File: config.mk
export PLATFORM = sky130hd
export DESIGN_NAME = uart_cmd_sequencer
export DESIGN_NICKNAME = d
export VERILOG_FILES = /design/src/rtl/uart_cmd_sequencer_pkg.sv /design/src/rtl/uart_cmd_sequencer_trig_pulse_gen.sv /design/src/rtl/uart_cmd_sequencer.sv
export SDC_FILE = /design/constraint.sdc
export NUM_CORES = 1
export LEC_CHECK = 0
export CAP_MARGIN = 25
export CORE_UTILIZATION = 47
export DETAILED_ROUTE_END_ITERATION = 10
export PLACE_DENSITY = 0.83
export RECOVER_POWER = 25
export SKIP_CTS_REPAIR_TIMING = 1
export SYNTH_ARGS = -nofsm -noshare
export SYNTH_HDL_FRONTEND = slang
export SYNTH_SLANG_ARGS = --single-unit
File: constraint.sdc
create_clock -name clk -period 1.8 [get_ports clk]
set_input_delay 0.27 -clock clk [delete_from_list [all_inputs] [get_ports clk]]
set_output_delay 0.27 -clock clk [all_outputs]
set_load 0.005 [all_outputs]
File: src/rtl/uart_cmd_sequencer_pkg.sv
// Shared definitions for the UART command sequencer: opcodes, response bytes
// and frame FSM state encodings.
package uart_cmd_sequencer_pkg;

    localparam logic [7:0] OP_SET   = 8'h53;
    localparam logic [7:0] OP_TRIG  = 8'h5C;
    localparam logic [7:0] RSP_ACK  = 8'hA5;
    localparam logic [7:0] RSP_NAK  = 8'h15;

    typedef enum logic [2:0] {
        ST_IDLE    = 3'd0,
        ST_ADDR    = 3'd1,
        ST_ARG_CH  = 3'd2,
        ST_ARG_VAL = 3'd3,
        ST_RESP    = 3'd4
    } state_e;

    // True for the header bytes that open a frame
    function automatic logic is_opcode(input logic [7:0] b);
        return (b == OP_SET) || (b == OP_TRIG);
    endfunction

endpackage

File: src/rtl/uart_cmd_sequencer_trig_pulse_gen.sv
// Fixed-width trigger pulse generator. A start while a pulse is running is
// ignored; the parent uses busy to decide ACK vs NAK.
module trig_pulse_gen #(
    parameter int unsigned TRIG_CYC = 12
) (
    input  logic clk,
    input  logic rst,
    input  logic start,
    output logic busy,
    output logic pulse
);

    localparam int unsigned CW = $clog2(TRIG_CYC + 1);
    localparam logic [CW-1:0] CNT_LOAD = CW'(TRIG_CYC);
    localparam logic [CW-1:0] CNT_ZERO = {CW{1'b0}};
    localparam logic [CW-1:0] CNT_ONE  = CW'(1);

    logic [CW-1:0] cnt_q;
    logic [CW-1:0] cnt_d;
    logic          pulse_q;
    logic          pulse_d;

    // Load on start from idle, count down to zero and stop there
    always_comb begin
        cnt_d   = cnt_q;
        pulse_d = pulse_q;
        if (cnt_q != CNT_ZERO) begin
            cnt_d = cnt_q - CNT_ONE;
        end else if (start) begin
            cnt_d = CNT_LOAD;
        end else begin
            cnt_d = CNT_ZERO;
        end
        pulse_d = (cnt_d != CNT_ZERO);
    end

    // Counter and registered pulse
    always_ff @(posedge clk) begin
        if (rst) begin
            cnt_q   <= CNT_ZERO;
            pulse_q <= 1'b0;
        end else begin
            cnt_q   <= cnt_d;
            pulse_q <= pulse_d;
        end
    end

    assign busy  = pulse_q;
    assign pulse = pulse_q;

endmodule

File: src/rtl/uart_cmd_sequencer.sv
// Parses SET/TRIG frames from the UART RX byte stream, updates the channel
// vector registers, fires trigger pulses and returns ACK/NAK to the TX core.
module uart_cmd_sequencer
    import uart_cmd_sequencer_pkg::*;
#(
    parameter logic [7:0]  DEV_ADDR    = 8'h00,
    parameter int unsigned TIMEOUT_CYC = 25000,
    parameter int unsigned TRIG_CYC    = 12
) (
    input  logic        clk,
    input  logic        rst,
    input  logic [7:0]  rx_data,
    input  logic        rx_valid,
    output logic [7:0]  tx_data,
    output logic        tx_valid,
    input  logic        tx_ready,
    output logic [31:0] vctr_out,
    output logic [3:0]  trig_out,
    output logic        busy,
    output logic        ovr
);

    localparam int unsigned TW = $clog2(TIMEOUT_CYC + 1);
    localparam logic [TW-1:0] TMO_MAX  = TW'(TIMEOUT_CYC);
    localparam logic [TW-1:0] TMO_ZERO = {TW{1'b0}};
    localparam logic [TW-1:0] TMO_ONE  = TW'(1);

    state_e        state_q, state_d;
    logic [7:0]    opcode_q, opcode_d;
    logic [7:0]    ch_q, ch_d;
    logic [31:0]   vctr_q, vctr_d;
    logic [7:0]    tx_data_q, tx_data_d;
    logic          tx_valid_q, tx_valid_d;
    logic          ovr_q, ovr_d;
    logic          busy_q, busy_d;
    logic [TW-1:0] tmo_q, tmo_d;
    logic          trig_start_s;
    logic          pg_busy_s;
    logic          pg_pulse_s;
    logic          tmo_hit_s;

    assign tmo_hit_s = (tmo_q == TMO_MAX);

    // Frame FSM: next state, timeout counter, register updates and response
    always_comb begin
        state_d      = state_q;
        opcode_d     = opcode_q;
        ch_d         = ch_q;
        vctr_d       = vctr_q;
        tx_data_d    = tx_data_q;
        tx_valid_d   = tx_valid_q;
        ovr_d        = ovr_q;
        tmo_d        = tmo_q;
        trig_start_s = 1'b0;
        busy_d       = busy_q;

        case (state_q)
            ST_IDLE: begin
                tmo_d = TMO_ZERO;
                if (rx_valid && is_opcode(rx_data)) begin
                    opcode_d = rx_data;
                    state_d  = ST_ADDR;
                end else begin
                    state_d  = ST_IDLE;
                end
            end

            ST_ADDR: begin
                if (rx_valid) begin
                    tmo_d = TMO_ZERO;
                    if (rx_data != DEV_ADDR) begin
                        state_d = ST_IDLE;
                    end else if (opcode_q == OP_TRIG) begin
                        state_d    = ST_RESP;
                        tx_valid_d = 1'b1;
                        if (pg_busy_s) begin
                            tx_data_d = RSP_NAK;
                        end else begin
                            tx_data_d    = RSP_ACK;
                            trig_start_s = 1'b1;
                        end
                    end else begin
                        state_d = ST_ARG_CH;
                    end
                end else if (tmo_hit_s) begin
                    tmo_d   = TMO_ZERO;
                    state_d = ST_IDLE;
                end else begin
                    tmo_d   = tmo_q + TMO_ONE;
                end
            end

            ST_ARG_CH: begin
                if (rx_valid) begin
                    tmo_d   = TMO_ZERO;
                    ch_d    = rx_data;
                    state_d = ST_ARG_VAL;
                end else if (tmo_hit_s) begin
                    tmo_d   = TMO_ZERO;
                    state_d = ST_IDLE;
                end else begin
                    tmo_d   = tmo_q + TMO_ONE;
                end
            end

            ST_ARG_VAL: begin
                if (rx_valid) begin
                    tmo_d      = TMO_ZERO;
                    state_d    = ST_RESP;
                    tx_valid_d = 1'b1;
                    if (ch_q <= 8'd3) begin
                        vctr_d[{ch_q[1:0], 3'b000} +: 8] = rx_data;
                        tx_data_d = RSP_ACK;
                    end else begin
                        tx_data_d = RSP_NAK;
                    end
                end else if (tmo_hit_s) begin
                    tmo_d   = TMO_ZERO;
                    state_d = ST_IDLE;
                end else begin
                    tmo_d   = tmo_q + TMO_ONE;
                end
            end

            ST_RESP: begin
                tmo_d = TMO_ZERO;
                // Bytes arriving before the response is taken are lost
                if (rx_valid) begin
                    ovr_d = 1'b1;
                end else begin
                    ovr_d = ovr_q;
                end
                if (tx_valid_q && tx_ready) begin
                    tx_valid_d = 1'b0;
                    state_d    = ST_IDLE;
                end else begin
                    state_d    = ST_RESP;
                end
            end

            default: begin
                tmo_d      = TMO_ZERO;
                tx_valid_d = 1'b0;
                state_d    = ST_IDLE;
            end
        endcase

        busy_d = (state_d != ST_IDLE);
    end

    // State and datapath registers
    always_ff @(posedge clk) begin
        if (rst) begin
            state_q    <= ST_IDLE;
            opcode_q   <= 8'h00;
            ch_q       <= 8'h00;
            vctr_q     <= 32'h0000_0000;
            tx_data_q  <= 8'h00;
            tx_valid_q <= 1'b0;
            ovr_q      <= 1'b0;
            busy_q     <= 1'b0;
            tmo_q      <= TMO_ZERO;
        end else begin
            state_q    <= state_d;
            opcode_q   <= opcode_d;
            ch_q       <= ch_d;
            vctr_q     <= vctr_d;
            tx_data_q  <= tx_data_d;
            tx_valid_q <= tx_valid_d;
            ovr_q      <= ovr_d;
            busy_q     <= busy_d;
            tmo_q      <= tmo_d;
        end
    end

    trig_pulse_gen #(
        .TRIG_CYC (TRIG_CYC)
    ) u_trig (
        .clk   (clk),
        .rst   (rst),
        .start (trig_start_s),
        .busy  (pg_busy_s),
        .pulse (pg_pulse_s)
    );

    assign vctr_out = vctr_q;
    assign tx_data  = tx_data_q;
    assign tx_valid = tx_valid_q;
    assign busy     = busy_q;
    assign ovr      = ovr_q;
    assign trig_out = {4{pg_pulse_s}};

endmodule

==> results of run 1 <==
-- per-layer routing --
metal,up-vias,GRT usage (%),part of all wire [%]
li1,1493,-,-
met1,1444,26.9,44
met2,84,38.0,50
met3,11,4.23,4.8
met4,0,10.0,1.4
met5,-,0,0
-- logic make-up after synthesis --
family,Yosys count,share of synthesized area (%)
buffers and inverters,38,6.20
AO/OA/AOI/OAI,65,10.9
flip-flops,77,46.3
adder cells (fa/ha/maj),7,2.63
AND/OR/NAND/NOR,200,30.4
other,1,0.113
XOR/XNOR,13,3.42
-- Yosys cell counts (all sizes together), types with 2 or more instances --
cell / n / area [um^2]
o21ai: 2 / 10.0
clkbuf: 7 / 26.3
xor2: 4 / 35.0
nand2b: 5 / 31.3
nor2: 40 / 150
nand4b: 2 / 17.5
nor3b: 4 / 30.0
nor3: 9 / 50.1
a31oi: 4 / 31.3
buf: 20 / 139
xnor2: 9 / 78.8
ha: 7 / 87.6
inv: 11 / 41.3
and2: 7 / 43.8
a21oi: 52 / 260
nand2: 71 / 267
nor4bb: 2 / 20.0
nor4b: 2 / 23.8
and3: 4 / 25.0
nand3: 38 / 190
a211oi: 2 / 20.0
nand4: 4 / 25.0
nor4: 5 / 76.3
dfxtp: 77 / 1540
-- final cells by class --
| cell class | count | area share (%) |
|---|---|---|
| clock buffer | 10 | 3.18 |
| inverter | 11 | 0.955 |
| tap | 96 | 2.78 |
| clock inverter | 6 | 2.55 |
| multi-input combinational | 288 | 37.1 |
| timing repair buffer | 83 | 17.8 |
| sequential | 77 | 35.7 |
-- through the flow --
stage               setup TNS (ns)  hold WS [ns]  util [%]
floorplan                        0         0.406         -
global placement             -3.48         0.437      59.4
detailed placement           -5.22         0.440      59.4
CTS                              0         0.192      63.0
global route                     0         0.205      63.3
finish                           0         0.199      63.3
-- power breakdown --
| group | switching [mW] | total, mW | internal [mW] |
|---|---|---|---|
| logic | 0.0782 | 0.139 | 0.0604 |
| clock network | 0.645 | 1.60 | 0.956 |
| registers | 0.000811 | 1.70 | 1.70 |
| total | 0.724 | 3.44 | 2.72 |
-- critical path, delay by kind of cell --
family,cells,cell delay [ns]
AND/OR/NAND/NOR,3,0.63
buffers and inverters,2,0.69
AO/OA/AOI/OAI,2,0.36
-- sequential cells by signal, indices dropped and copies added, names as in the netlist --
name / count
busy: 1
ch_q: 8
opcode_q: 8
ovr: 1
state_q: 3
tmo_q: 15
tx_data: 3
tx_valid: 1
u_trig.busy: 1
u_trig.cnt_q: 4
vctr_out: 32
-- how the worst max path moves through the flow --
stage                           from                  endpoint  cells after the start
2_1_floorplan   ch_q[0]$_SDFFE_PP0P_  vctr_out[2]$_SDFFE_PP0P_                      5
3_3_place_gp              rx_data[2]   tx_data[4]$_SDFFE_PP0P_                      7
3_5_place_dp              rx_data[1]  opcode_q[2]$_SDFFE_PP0N_                      6
4_1_cts         ch_q[2]$_SDFFE_PP0P_  vctr_out[8]$_SDFFE_PP0P_                      5
5_1_grt        state_q[2]$_SDFF_PP0_      ch_q[7]$_SDFFE_PP0P_                      7
6_report                  rx_data[2]   tx_data[4]$_SDFFE_PP0P_                      7
==> metrics.md, run 1 <==
| Metric | Value |
|---|---|
| Outcome | `finished, final reports clean` |
| Cells after DPL | `555` |
| Post-DRT Antenna Nets | `0` |
| Max stage delay on crit path | `0.52 ns` |
| Number of synthesized flops with an enable pin | `0` |
| Max FO, Critical Path | `4` |
| Fmax | `583 MHz` |
| Unrepaired setup endpoints after global routing | `no` |
| CP Data Arrival Time | `1.95 ns` |
| Die area | `7420 um^2` |
| Clock latency on the worst-skew pair | `0.36 ns` |
| Mean post-synth cell area | `8.30 um^2` |
| Critical Path RT | `2.04 ns` |
| Vias per cell | `5.31` |
| Worst Skew | `0.00906 ns` |
| Initial drt markers | `244` |
| Post-Syn Instances | `401` |
| Asr flop ratio synth | `0%` |
| Reg2reg setup slack | `0.09 ns` |
| FF/Latch Area | `1540 um^2` |
| H-tree depth | `3` |
| Starting Density | `48.7%` |
| CTS Buf Count | `9` |
| DIE WIDTH | `86.2 um` |
| Core ar. | `6830 um^2` |
| CTS Sinks | `77` |
| Hold Path Sink | `tx_data[5]$_SDFFE_PP0P_` |
| DR vias | `3032` |
| Commonest non-fill, non-tap cell in the layout | `dfxtp_1` |
| PortBufs | `55` |
| Area delta synth->final | `29.9%` |
| Root buffer cell | `clkbuf_8` |
| Setup crit start kind | `input port` |
| Worst r2r dst | `busy$_SDFF_PP0_` |
| DRC Markers | `0` |
| Wire per inst | `14.0 um` |
| Filler instances | `574` |
| Final WS setup | `0.0858 ns` |
| Final instance area | `4320 um^2` |
| Multi-input logic area | `1600 um^2` |
| Clock slew at reported path FFs | `0.08 ns` |
| Worst setup EP type | `flop` |
| Non-filler cells, final | `571` |
| Clock tree from TritonCTS | `done` |
| WHS Path Cells | `2` |
| Most frequent cells in the layout | `dfxtp_1 (76), nand2_1 (71), a21oi_1 (52), nor2_1 (40), nand3_1 (38)` |
| Worst r2r src | `state_q[2]$_SDFF_PP0_` |
| Netlist Area Pre-Place | `3330 um^2` |
| GPL Wtd Cong | `0.946` |
| Slowest stage cell on the critical path | `clkdlybuf4s50_1` |
| Most common flop cell mapped by yosys | `dfxtp_1` |
| Final Critical Period | `1.71 ns` |
| Post-synth cell types | `46` |
| Worst-path cell chain | `clkdlybuf4s50_1, nor4_4, nand4b_1, a211oi_2, buf_4, nand2b_1, a21oi_1` |
| Initial antenna violation count | `0` |
| Critical path type | `in -> reg` |
| I/O Pins | `59` |
| Rows | `30` |
| Tot GR Track Use | `22.1%` |
| Die height | `86.2 um` |
| P per Cell Area | `796 nW/um^2` |
| Maximum vdd drop | `0.000491 V` |
| Layout cell share with drive strength beyond 1 | `12.6%` |
| Hpwl dp | `5580 um` |
| First-pass GRT wire length | `12800 um` |
| R2R depth | `6` |
| Total grt overflow | `0` |
| NumNets Final | `489` |
| Sequential area share after synthesis | `46.3%` |
| Number of global-route vias before repair | `2759` |
| ANT cells | `0` |
| Hold Path Class | `in -> reg` |
| Pin count of the biggest net entering global routing | `56` |
| Final max-slew violation count | `0` |
| CTS Buffer Depth | `2` |
| #FFs+latches synth | `77` |
| Drt first pass iters | `4` |
| Max-cap violations | `0` |
| Drt total wl | `7980 um` |
| Tcrit/Tclk final | `95.2%` |
| P_leak | `1.57 nW` |
| Worst hold path startpoint | `rst` |
| Total power | `3.44 mW` |
| Pre-CTS setup slack | `-0.258 ns` |
| Ys Warns | `0` |
| Final-report hold violation count | `0` |
| Area post-placement | `4060 um^2` |
| Setup-failing EPs final | `0` |
(Power assumes the default switching activity.)
==> inputs of run 2 (changes only) <==
- CORE_UTILIZATION: 47 -> 40
- PLACE_DENSITY: 0.83 -> 0.74
==> run 2 against run 1 <==
- routed wire length decreased by 2.3%
- clock power is 21% lower
- cell area decreased by 0.87%
- utilization down 8.9 points
- via count shrank 1.4%
- total power down 9.6%
- register-to-register slack better by 0.04 ns
- sequential share of layout area is 0.31 points higher
- critical endpoint unchanged
==> metrics.md, run 2 (synthesized netlist as in run 1, its figures left out) <==
| Metric | Value |
|---|---|
| Total grt overflow | `0 (unchanged)` |
| Fmax | `579 MHz (-0.79%)` |
| CTS Buf Count | `9 (unchanged)` |
| PortBufs | `55 (unchanged)` |
| H-tree depth | `3 (unchanged)` |
| Rows | `32 (+6.7%)` |
| Drt first pass iters | `4 (unchanged)` |
| Starting Density | `42.2% (-6.5 points)` |
| Number of global-route vias before repair | `2746 (-0.47%)` |
| DR vias | `2989 (-1.4%)` |
| Post-DRT Antenna Nets | `0 (unchanged)` |
| Clock tree from TritonCTS | `done` |
| CP Data Arrival Time | `1.95 ns (about the same)` |
| Setup-failing EPs final | `0 (unchanged)` |
| Max FO, Critical Path | `5 (+1)` |
| Unrepaired setup endpoints after global routing | `yes` |
| Layout cell share with drive strength beyond 1 | `12.1% (-0.55 points)` |
| Final-report hold violation count | `0 (unchanged)` |
| Clock latency on the worst-skew pair | `0.34 ns (-0.02 ns)` |
| Critical path type | `in -> reg` |
| CTS Sinks | `77 (unchanged)` |
| NumNets Final | `494 (+1.0%)` |
| Pin count of the biggest net entering global routing | `36 (-36%)` |
| Initial drt markers | `106 (-57%)` |
| Final core utilization | `54.3% (-8.9 points)` |
| Outcome | `finished, final reports clean` |
| Core ar. | `7890 um^2 (+15%)` |
| Wire per inst | `13.4 um (-4.1%)` |
| Commonest non-fill, non-tap cell in the layout | `dfxtp_1` |
| Max-cap violations | `0 (unchanged)` |
| P per Cell Area | `726 nW/um^2 (-8.8%)` |
| Filler instances | `724 (+26%)` |
| DIE WIDTH | `93.2 um (+8.2%)` |
| Most frequent cells in the layout | `dfxtp_1 (76), nand2_1 (71), a21oi_1 (52), nor2_1 (40), nand3_1 (38)` |
| Tot GR Track Use | `18.6% (-3.5 points)` |
| Vias per cell | `5.14 (-3.3%)` |
| Reg2reg setup slack | `0.13 ns (+0.04 ns)` |
| CTS Buffer Depth | `2 (unchanged)` |
| Hpwl dp | `5860 um (+5.2%)` |
| First-pass GRT wire length | `12600 um (-1.6%)` |
| Final max-slew violation count | `0 (unchanged)` |
| Final Critical Period | `1.73 ns (+0.0137 ns)` |
| DRC Markers | `0 (unchanged)` |
| Worst setup EP type | `flop` |
| Hold Path Class | `in -> reg` |
| I/O Pins | `59 (unchanged)` |
| Setup crit start kind | `input port` |
| Max reg flops | `32 (unchanged)` |
| Critical Path RT | `2.02 ns (-0.02 ns)` |
| Die area | `8690 um^2 (+17%)` |
| Area delta synth->final | `28.8%` |
| Initial antenna violation count | `0 (unchanged)` |
| GPL Wtd Cong | `0.819 (-13%)` |
| ANT cells | `0 (unchanged)` |
| Die height | `93.2 um (+8.2%)` |
| Drt total wl | `7800 um (-2.3%)` |
| Worst Skew | `0.00996 ns (+0.000894 ns)` |
| Root buffer cell | `clkbuf_8` |
| Tcrit/Tclk final | `96.0% (+0.76 points)` |
| Clock slew at reported path FFs | `0.08 ns (about the same)` |
| P_leak | `1.55 nW (-1.1%)` |
| Maximum vdd drop | `0.000320 V (-35%)` |
| Hold slack final | `0.241 ns (+0.0419 ns)` |
==> run 2: cell count changes in the layout (fill, tap and decap cells not counted), sizes merged <==
cell and change:
clkbuf +3, bufinv -2, dlymetal6s2s +1, dlygate4sd3 -3, clkinvlp -1, buf +4, clkinv +1, clkdlybuf4s50 +2
==> run 2: cell type report <==
class	instances	area, um^2	share of cell area (%)
Clock inverter	4	47.5	1.11
Inverter	11	41.3	0.964
Sequential cell	77	1540	36.0
Multi-Input combinational cell	288	1590	37.1
Timing Repair Buffer	88	792	18.5
Clock buffer	12	145	3.39
Tap cell	102	128	2.98
==> run 2: path summary, 6_finish.rpt <==
path / from / endpoint / cells after the start
worst max register to register: ch_q[3]$_SDFFE_PP0P_ / vctr_out[19]$_SDFFE_PP0P_ / 5
worst min-delay path: rst / ch_q[3]$_SDFFE_PP0P_ / 2
worst min register to register: vctr_out[13]$_SDFFE_PP0P_ / vctr_out[13]$_SDFFE_PP0P_ / 2
worst max-delay path: rx_data[3] / tx_data[4]$_SDFFE_PP0P_ / 7
==> run 2: layer usage <==
metal / global-route usage (%) / wire length [um] / up-vias
met2: 31.9 / 3770 / 70
met4: 6.54 / 140 / 0
met3: 4.55 / 369 / 14
met5: 0 / 0 / -
li1: - / - / 1494
met1: 22.6 / 3520 / 1411
==> run 2: metrics by stage <==
stage	setup slack [ns]	instances	power, mW	instance area (um^2)	setup TNS [ns]
detailed placement	-0.306	566	1.88	4090	-7.48
finish	0.0721	582	3.11	4290	0
global placement	-0.236	566	1.88	4090	-5.67
CTS	0.0468	582	3.15	4280	0
global route	-0.00203	582	3.24	4290	-0.00203
floorplan	0.103	403	1.81	3340	0
==> run 2: power breakdown <==
part | internal, mW | total [mW] | leakage (nW) | switching (mW)
clock network | 0.675 | 1.27 | 0.0964 | 0.598
registers | 1.70 | 1.70 | 0.620 | 0.000734
logic | 0.0560 | 0.136 | 0.837 | 0.0805
==> run 2: critical path, stage by stage <==
cell and delay (ns):
clkdlybuf4s50_1 0.53, nor4_4 0.33, nand4b_1 0.21, a211oi_2 0.29
buf_4 0.17, nand2b_1 0.09, a21oi_1 0.06
==> inputs of run 3 (changes only) <==
- CELL_PAD_IN_SITES_DETAIL_PLACEMENT: not set -> 0
- CELL_PAD_IN_SITES_GLOBAL_PLACEMENT: not set -> 2
- CORE_UTILIZATION: 40 -> 33
- DONT_BUFFER_PORTS: not set -> 1
- PLACE_DENSITY: 0.74 -> 0.82
- SETUP_SLACK_MARGIN: not set -> 0.15
==> run 3 against run 2 <==
- combinational power shrank 63%
- non-clock buffer count shrank 75
- utilization shrank 16 points
- register-to-register slack gained 0.11 ns
- highest routed layer unchanged
- largest cell class unchanged
==> metrics.md, run 3 (synthesized netlist as in run 1, its figures left out) <==
| Metric | Value |
|---|---|
| Outcome | `finished, final reports clean` |
| CP Data Arrival Time | `1.79 ns (-0.16 ns)` |
| Pin count of the biggest net entering global routing | `61 (+69%)` |
| Max-cap violations | `0 (unchanged)` |
| Setup crit start kind | `flop` |
| Post-DRT Antenna Nets | `0 (unchanged)` |
| Final Critical Period | `1.56 ns (-0.169 ns)` |
| NumNets Final | `419 (-15%)` |
| I/O Pins | `59 (unchanged)` |
| Fmax | `642 MHz (+11%)` |
| H-tree depth | `3 (unchanged)` |
| Clock slew at reported path FFs | `0.09 ns (about the same)` |
| Worst-path cell chain | `inv_2, ha_2, nor4bb_4, and4_1, nor2_2, a311oi_2, o221ai_1` |
| Final-report hold violation count | `0 (unchanged)` |
| Slowest stage cell on the critical path | `dfxtp_2` |
| Die height | `102 um (+9.9%)` |
| Non-filler cells, final | `538 (-7.6%)` |
| Maximum vdd drop | `0.000468 V (+46%)` |
| Tcrit/Tclk final | `86.6% (-9.4 points)` |
| P_leak | `1.21 nW (-22%)` |
| Final WS setup | `0.241 ns (+0.169 ns)` |
| Hold Path Class | `in -> reg` |
| Max reg flops | `32 (unchanged)` |
| Hpwl dp | `5250 um (-11%)` |
| Clock tree from TritonCTS | `done` |
| Final max-slew violation count | `0 (unchanged)` |
| Worst Skew | `0.0129 ns (+0.00294 ns)` |
| ANT cells | `0 (unchanged)` |
| Critical path type | `reg -> reg` |
| Unrepaired setup endpoints after global routing | `no` |
| Setup-failing EPs final | `0 (unchanged)` |
| Hold slack final | `0.0439 ns (-0.197 ns)` |
| DRC Markers | `0 (unchanged)` |
| Initial drt markers | `82 (-23%)` |
| CTS Buffer Depth | `2 (unchanged)` |
| Initial antenna violation count | `0 (unchanged)` |
| Cells after DPL | `518 (-8.5%)` |
| Rows | `36 (+13%)` |
| Vias per cell | `4.92 (-4.2%)` |
| Clock latency on the worst-skew pair | `0.36 ns (+0.02 ns)` |
| Commonest non-fill, non-tap cell in the layout | `dfxtp_1` |
| Drt total wl | `7890 um (+1.2%)` |
| CTS Buf Count | `9 (unchanged)` |
| Total power | `3.10 mW (-0.55%)` |
| Core ar. | `9770 um^2 (+24%)` |
| Area delta synth->final | `12.3%` |
| Most frequent cells in the layout | `dfxtp_1 (72), nand2_1 (70), a21oi_1 (52), nor2_1 (39), nand3_1 (38)` |
| GPL Wtd Cong | `0.699 (-15%)` |
| Critical Path RT | `2.03 ns (about the same)` |
| DR vias | `2647 (-11%)` |
| DIE WIDTH | `102 um (+9.9%)` |
| Max FO, Critical Path | `3 (-2)` |
| P per Cell Area | `829 nW/um^2 (+14%)` |
| Max stage delay on crit path | `0.34 ns (-0.19 ns)` |
| Worst setup EP type | `flop` |
| Pre-CTS setup slack | `0.0631 ns (+0.369 ns)` |
| Root buffer cell | `clkbuf_8` |
| Setup TNS | `0 ns (unchanged)` |
| Tot GR Track Use | `15.9% (-2.7 points)` |
| Wire per inst | `14.7 um (+9.5%)` |
| Total grt overflow | `0 (unchanged)` |
| First-pass GRT wire length | `12600 um (unchanged)` |
| Layout cell share with drive strength beyond 1 | `14.6% (+2.5 points)` |
| CTS Sinks | `77 (unchanged)` |
| PortBufs | `0 (-100%)` |
| Number of global-route vias before repair | `2455 (-11%)` |
| Die area | `10500 um^2 (+21%)` |
| Drt first pass iters | `4 (unchanged)` |
| Starting Density | `34.1% (-8.1 points)` |
==> run 3: changes by cell type in the layout (fill, tap and decap cells not counted), moves of 4 or more <==
cell	previous run	this run
dfxtp_1	76	72
clkdlybuf4s50_1	29	0
buf_4	32	11
dlygate4sd3_1	24	0
==> run 3: report_power, final <==
part	switching, mW	internal (mW)
registers	0.000841	1.70
logic	0.0326	0.0182
clock network	0.684	0.659
total	0.717	2.38
==> run 3: critical path: cells and delay by family, from the launching register on <==
| family | cells | cell delay [ns] |
|---|---|---|
| adders and majority gates | 1 | 0.16 |
| AOI/OAI and AO/OA | 2 | 0.40 |
| DFF | 1 | 0.34 |
| buffers and inverters | 1 | 0.04 |
| and+or+nand+nor | 3 | 0.48 |
==> run 3: metal layers <==
metal  global-route usage (%)  vias to the layer above  share of wire [%]
met5                        0                        -                  0
met3                     4.92                       10                6.4
met2                     25.8                       70                 47
met4                     4.95                        0                1.2
met1                     20.0                     1216                 45
li1                         -                     1351                  -
==> run 3: area by class of cell <==
type                    instances  area (um^2)
multi-input cells             288         1660
clock inverters                 7         81.3
flip-flops and latches         77         1550
clock buffers                   9          124
inverters                      11         41.3
well taps                     133          166
repair buffers                 13          114
fillers                      1032         6040
==> run 3: worst paths after layout <==
kind | slack (ns) | startpoint | end | cells past startpoint
min reg2reg | 0.46 | opcode_q[5]$_SDFFE_PP0N_ | opcode_q[5]$_SDFFE_PP0N_ | 1
min | 0.04 | rx_data[3] | ch_q[3]$_SDFFE_PP0P_ | 2
max reg2reg | 0.24 | tmo_q[1]$_SDFF_PP0_ | busy$_SDFF_PP0_ | 7
max | 0.24 | tmo_q[1]$_SDFF_PP0_ | busy$_SDFF_PP0_ | 7
==> run 3: per-stage QoR <==
stage                     utilization [%]  instance area, um^2
after floorplan                         -                 3340
after global placement               34.8                 3400
after detailed placement             34.8                 3400
after CTS                            36.9                 3610
after global routing                 38.2                 3740
final                                38.2                 3740
